$ cat src/rtl/bus_cycle_arbiter.sv
// rtl/bus_cycle_arbiter.sv - two-requester round-robin bus master sequencing T1-T2-T3-(Tw)-T4 cycles
module bus_cycle_arbiter #(
  parameter logic [19:0] MEM0_HI  = 20'h7FFFF,
  parameter logic [19:0] MEM1_LO  = 20'h80000,
  parameter logic [19:0] MEM1_HI  = 20'hFFFFF,
  parameter logic [19:0] IO0_LO   = 20'h00000,
  parameter logic [19:0] IO0_HI   = 20'h000FF,
  parameter logic [19:0] IO1_LO   = 20'h00100,
  parameter logic [19:0] IO1_HI   = 20'h001FF,
  parameter int          MAX_WAIT = 8
) (
  input  logic        CLK,
  input  logic        RESET,
  input  logic        req0_valid,
  input  logic        req0_iom,
  input  logic        req0_wr,
  input  logic [19:0] req0_addr,
  input  logic [7:0]  req0_wdata,
  input  logic        req1_valid,
  input  logic        req1_iom,
  input  logic        req1_wr,
  input  logic [19:0] req1_addr,
  input  logic [7:0]  req1_wdata,
  output logic        ack0,
  output logic        err0,
  output logic        ack1,
  output logic        err1,
  output logic [7:0]  rdata,
  output logic        ALE,
  output logic        RD,
  output logic        WR,
  output logic        IOM,
  output logic [19:0] Address,
  output logic [7:0]  Data_out,
  output logic        Data_oe,
  input  logic [7:0]  Data_in,
  input  logic        READY,
  output logic [3:0]  CS
);

  localparam int WW = $clog2(MAX_WAIT + 1);
  localparam logic [WW-1:0] WAIT_LAST = WW'(MAX_WAIT - 1);

  typedef enum logic [2:0] {
    S_IDLE  = 3'd0,
    S_T1    = 3'd1,
    S_T2    = 3'd2,
    S_T3    = 3'd3,
    S_TW    = 3'd4,
    S_T4    = 3'd5,
    S_ERR   = 3'd6,
    S_ABORT = 3'd7
  } state_t;

  state_t         state_q, state_d;
  logic           gnt_q, gnt_d;
  logic           rr_last_q, rr_last_d;
  logic           iom_q, iom_d;
  logic           wr_q, wr_d;
  logic [19:0]    addr_q, addr_d;
  logic [7:0]     wdata_q, wdata_d;
  logic [3:0]     cs_q, cs_d;
  logic [7:0]     rdata_q, rdata_d;
  logic [WW-1:0]  wait_q, wait_d;

  logic           pick;
  logic           sel_iom;
  logic           sel_wr;
  logic [19:0]    sel_addr;
  logic [7:0]     sel_wdata;
  logic [3:0]     dec_cs;

  function automatic logic in_range(input logic [19:0] a, input logic [19:0] lo,
                                    input logic [19:0] hi);
    return (a >= lo) && (a <= hi);
  endfunction

  // Priority order makes overlapping windows resolve to the lower index.
  function automatic logic [3:0] decode(input logic iom, input logic [19:0] a);
    logic [3:0] cs;
    cs = 4'b0000;
    if (!iom) begin
      if (in_range(a, 20'h00000, MEM0_HI))   cs = 4'b0001;
      else if (in_range(a, MEM1_LO, MEM1_HI)) cs = 4'b0010;
    end else begin
      if (in_range(a, IO0_LO, IO0_HI))       cs = 4'b0100;
      else if (in_range(a, IO1_LO, IO1_HI))  cs = 4'b1000;
    end
    return cs;
  endfunction

  // Sole requester wins; on a tie the one not granted last wins.
  always_comb begin
    pick      = (req0_valid && req1_valid) ? ~rr_last_q : req1_valid;
    sel_iom   = pick ? req1_iom   : req0_iom;
    sel_wr    = pick ? req1_wr    : req0_wr;
    sel_addr  = pick ? req1_addr  : req0_addr;
    sel_wdata = pick ? req1_wdata : req0_wdata;
    dec_cs    = decode(sel_iom, sel_addr);
  end

  always_comb begin
    state_d   = state_q;
    gnt_d     = gnt_q;
    rr_last_d = rr_last_q;
    iom_d     = iom_q;
    wr_d      = wr_q;
    addr_d    = addr_q;
    wdata_d   = wdata_q;
    cs_d      = cs_q;
    rdata_d   = rdata_q;
    wait_d    = wait_q;
    case (state_q)
      S_IDLE: begin
        if (req0_valid || req1_valid) begin
          gnt_d     = pick;
          rr_last_d = pick;
          if (|dec_cs) begin
            state_d = S_T1;
            iom_d   = sel_iom;
            wr_d    = sel_wr;
            addr_d  = sel_addr;
            wdata_d = sel_wdata;
            cs_d    = dec_cs;
          end else begin
            state_d = S_ERR;
          end
        end
      end
      S_ERR:   state_d = S_IDLE;
      S_T1:    state_d = S_T2;
      S_T2: begin
        state_d = S_T3;
        wait_d  = '0;
      end
      S_T3: begin
        if (READY) begin
          if (!wr_q) rdata_d = Data_in;
          state_d = S_T4;
        end else begin
          state_d = S_TW;
        end
      end
      S_TW: begin
        if (READY) begin
          if (!wr_q) rdata_d = Data_in;
          state_d = S_T4;
        end else if (wait_q == WAIT_LAST) begin
          state_d = S_ABORT;
        end else begin
          wait_d = wait_q + WW'(1);
        end
      end
      S_ABORT: begin
        state_d = S_IDLE;
        cs_d    = 4'b0000;
      end
      S_T4: begin
        state_d = S_IDLE;
        cs_d    = 4'b0000;
      end
      default: state_d = S_IDLE;
    endcase
  end

  always_ff @(posedge CLK or posedge RESET) begin
    if (RESET) begin
      state_q   <= S_IDLE;
      gnt_q     <= 1'b0;
      rr_last_q <= 1'b1;
      iom_q     <= 1'b0;
      wr_q      <= 1'b0;
      addr_q    <= '0;
      wdata_q   <= '0;
      cs_q      <= '0;
      rdata_q   <= '0;
      wait_q    <= '0;
    end else begin
      state_q   <= state_d;
      gnt_q     <= gnt_d;
      rr_last_q <= rr_last_d;
      iom_q     <= iom_d;
      wr_q      <= wr_d;
      addr_q    <= addr_d;
      wdata_q   <= wdata_d;
      cs_q      <= cs_d;
      rdata_q   <= rdata_d;
      wait_q    <= wait_d;
    end
  end

  // Bus pins decode straight from state so an async reset releases them at once.
  logic in_cycle;
  logic strobe;
  logic fail_st;

  always_comb begin
    in_cycle = (state_q == S_T1) || (state_q == S_T2) || (state_q == S_T3) ||
               (state_q == S_TW) || (state_q == S_T4);
    strobe   = (state_q == S_T2) || (state_q == S_T3) || (state_q == S_TW);
    fail_st  = (state_q == S_ERR) || (state_q == S_ABORT);
  end

  assign ALE      = (state_q == S_T1);
  assign RD       = ~(strobe && !wr_q);
  assign WR       = ~(strobe && wr_q);
  assign Data_oe  = wr_q && (strobe || (state_q == S_T4));
  assign CS       = in_cycle ? cs_q : 4'b0000;
  assign IOM      = iom_q;
  assign Address  = addr_q;
  assign Data_out = wdata_q;
  assign rdata    = rdata_q;
  assign ack0     = (state_q == S_T4) && !gnt_q;
  assign ack1     = (state_q == S_T4) &&  gnt_q;
  assign err0     = fail_st && !gnt_q;
  assign err1     = fail_st &&  gnt_q;

endmodule

$ cat config.mk
export PLATFORM = sky130hd
export DESIGN_NAME = bus_cycle_arbiter
export DESIGN_NICKNAME = d
export VERILOG_FILES = /design/src/rtl/bus_cycle_arbiter.sv
export SDC_FILE = /design/constraint.sdc
export NUM_CORES = 1
export LEC_CHECK = 0
export CAP_MARGIN = 20
export CORE_MARGIN = 4
export CORE_UTILIZATION = 35
export DETAILED_ROUTE_END_ITERATION = 16
export GPL_ROUTABILITY_DRIVEN = 0
export PLACE_DENSITY_LB_ADDON = 0.15
export SLEW_MARGIN = 20
export SYNTH_ARGS = -nofsm -noshare
export SYNTH_HDL_FRONTEND = slang
export SYNTH_SLANG_ARGS = --single-unit
$ cat constraint.sdc
create_clock -name CLK -period 2.4 [get_ports CLK]
set_clock_uncertainty 0.05 [all_clocks]
set_input_delay 0.72 -clock CLK [delete_from_list [all_inputs] [get_ports CLK]]
set_output_delay 0.72 -clock CLK [all_outputs]
set_load 0.005 [all_outputs]
==> results by group <==
Outcome
  – Run status: finished clean

STA
  – # setup viols final: 0
  – Final min period: ~2300 ps
  – Max Slew Vio Count: 0
  – Peak Freq: 0.4297 GHz
  – Unrepaired setup endpoints after global routing: true
  – Final hold vios: 0
  – Transition time of the tightest slew-check pin: about 440 ps
  – Final critical-path share of the clock period: 96.96%
  – Slew margin rel.: a little over two thirds
  – Setup TNS Final: 0 ps
  – Min Hold Slack: 445.7 ps

GRT
  – Gr usage total: 16.88%
  – Grt total ovfl: 0
  – Largest net degree at the start of global routing: 29
  – Antenna violations before repair: 0
  – Number of global-route vias before repair: 2750
  – First-pass GRT wire length: 13520 µm

Floorplan
  – Initial cell density of the core: 36.64%
  – Row count: 32
  – Top-Level Pins: approximately 120
  – Die Wd: 98.88 µm
  – Die footprint: 9776 µm²
  – Core ar.: around 8000 µm²
  – Die Ht: 98.88 µm

Hold path
  – Min-Delay Startpoint: rdata[5]
  – Min-Delay Path Depth: 1
  – Worst hold path type: register to register
  – Hold EP: rdata[5]

Critical path
  – Arr. time, crit path: 1560 ps
  – Worst-path fanout max: 5
  – Required @ worst endpoint: around 1600 ps
  – FF-to-FF Start: state_q[2]
  – Crit path capture type: output pin
  – Worst-case reg-to-reg path depth: 9
  – R2r setup slk: 260 ps
  – CP Class: register to output pin
  – Critical path launch point type: register
  – RR Endpoint: wr_q

Yosys
  – Synthesized area per cell: 12.51 µm²
  – Sequential-to-total area share from yosys stat: roughly 44%
  – Number of synthesized flops with an enable pin: 0
  – Synth Register Bits: roughly 50
  – Asr flop ratio synth: 100.0%
  – Top-area cell type share of the netlist area: 43.29%
  – Ys Warns: 0
  – Syn_nets: 305
  – Synth Instances: 231
  – Area of the mapped netlist: 2890 µm²
  – Top cells by area, synth: dfrtp_1 (43%), mux2_4 (16%), mux2_2 (9.4%)
  – Primary FF master, synth: dfrtp_1
  – Area leader, netlist: dfrtp_1
  – Netlist cell types: 51

Routing
  – Vias/cell: 5.066
  – Via count: 2518
  – 1st-pass router iterations: 4
  – DRC viols: 0
  – WL per Instance: roughly 16 µm
  – Total routed wirelength: 8156 µm
  – DRT iter0 DRCs: 42
  – Antenna viol nets, final: 0

Clock tree
  – Clock-pin slew on the worst setup and hold paths: ~100 ps
  – Clock tree buffer depth: 2
  – TritonCTS clock tree: built
  – CTS sink cnt: 51
  – Clock latency on the worst-skew pair: around 300 ps
  – H-tree depth: 2
  – Clock Tree Root: clkbuf_8
  – Cts bufs inserted: 5

Cells and area
  – Layout fillers: 683
  – Area of the multi-input gates: 1589 µm²
  – Syn-to-layout area delta: 63.81%
  – Ratio of cells with drive above 1 in the final layout: 32.41%
  – Number of nets in the layout: 468
  – Most common cell after layout, fill and taps aside: clkdlybuf4s50_1
  – Antenna diode count: 0
  – Most frequent cells in the layout: clkdlybuf4s50_1 (91), dfrtp_1 (50), buf_4 (37), mux2_4 (30), dlygate4sd2_1 (25)
  – Area taken by flip-flops and latches: 1277 µm²

Flow run
  – Max-cap violation count: 0

Pwr
  – Leakage power: 2.138 nW
  – Peak supply drop: 0.4534 mV
  – Power density cells: ~1000 nW/µm²

Placed design
  – Port bufs: between 100 and 150
  – Placed wire-length estimate: approximately 6200 µm
-- cells in the mapped netlist (5+ instances only) --
library cell,number
mux2_2,24
mux2_1,13
inv_1,6
a21oi_1,7
dfrtp_1,50
and3_1,8
nor3_1,6
nor4_1,5
nor2_1,5
nand2_1,10
clkbuf_1,6
mux2_4,30
-- worst max path at each step --
stage	startpoint	end	slack, ps	cells after the start
after floorplan	req1_valid	Address[0]	180	5
after global placement	req0_addr[11]	Address[5]	-370	7
after detailed placement	req0_addr[16]	Address[5]	-420	7
after CTS	state_q[1]	err1	5	4
after global routing	state_q[1]	Data_oe	-20	5
final	state_q[1]	ack0	70	5
-- registers in the layout, indices dropped and copies added, names as in the netlist --
name	cells
gnt_q	1
rr_last_q	1
Data_out	8
cs_q	4
wr_q	1
wait_q	4
IOM	1
rdata	8
Address	20
state_q	3
-- layer usage --
metal | global-route usage [%] | part of all wire [%] | wire length (µm)
met1 | 21.60 | 42 | 3448
met2 | 28.41 | 49 | 4037
met3 | 4.954 | 7.4 | 604
met4 | 3.361 | 0.80 | 65
met5 | 0 | 0 | 0
-- worst max-delay path, cell delays in order, from the launching register on --
cell	delay, ps
dfrtp_1	410
buf_6	130
buf_4	140
nand2b_1	170
nor3_1	140
dlygate4sd2_1	250
-- layout make-up --
type / count / share of cell area, %
well taps: 102 / 2.696
flip-flops and latches: 51 / 26.98
clock buffers: 5 / 1.453
repair buffers: 166 / 33.75
inverters: 7 / 0.5550
multi-input cells: 163 / 33.56
clock inverters: 3 / 1.004
-- through the flow --
stage | util (%) | power (mW) | instance area, µm² | worst slack (ps) | std cells
final | 60.03 | 4.850 | 4735 | 72.93 | 497
after global routing | 60.03 | 5.168 | 4735 | -24.39 | 497
after CTS | 59.76 | 4.850 | 4713 | 4.926 | 494
after global placement | 56.11 | 3.994 | 4425 | -367.8 | 475
after floorplan | - | 2.741 | 2890 | 177.9 | 231
after detailed placement | 56.11 | 4.025 | 4425 | -416.6 | 475
-- cells by family after synthesis --
| kind of cell | count (synthesis) | share of synthesized area, % |
|---|---|---|
| fa+ha+maj | 1 | 0.4328 |
| compound gates | 39 | 10.30 |
| mux | 68 | 30.35 |
| buf+inv | 17 | 3.030 |
| simple gates | 55 | 11.69 |
| flops | 51 | 44.20 |
-- power by group --
group	switching (mW)	leakage (nW)	internal (mW)	total, mW
Sequential	0.282	0.622	1.26	1.55
Combinational	0.944	1.46	1.74	2.68
Clock	0.303	0.0587	0.317	0.620
Total	1.53	2.14	3.32	4.85
-- repair_timing --
| item | 4_1_cts | 5_1_grt |
|---|---|---|
| cloned | 2 | 0 |
| resized for setup | 47 | 6 |
| hold buffers | 0 | 0 |
| pin swaps | 11 | 2 |
| endpoints found under the setup margin | 40 | 27 |
| setup buffers | 9 | 3 |
(Power assumes the default switching activity.)
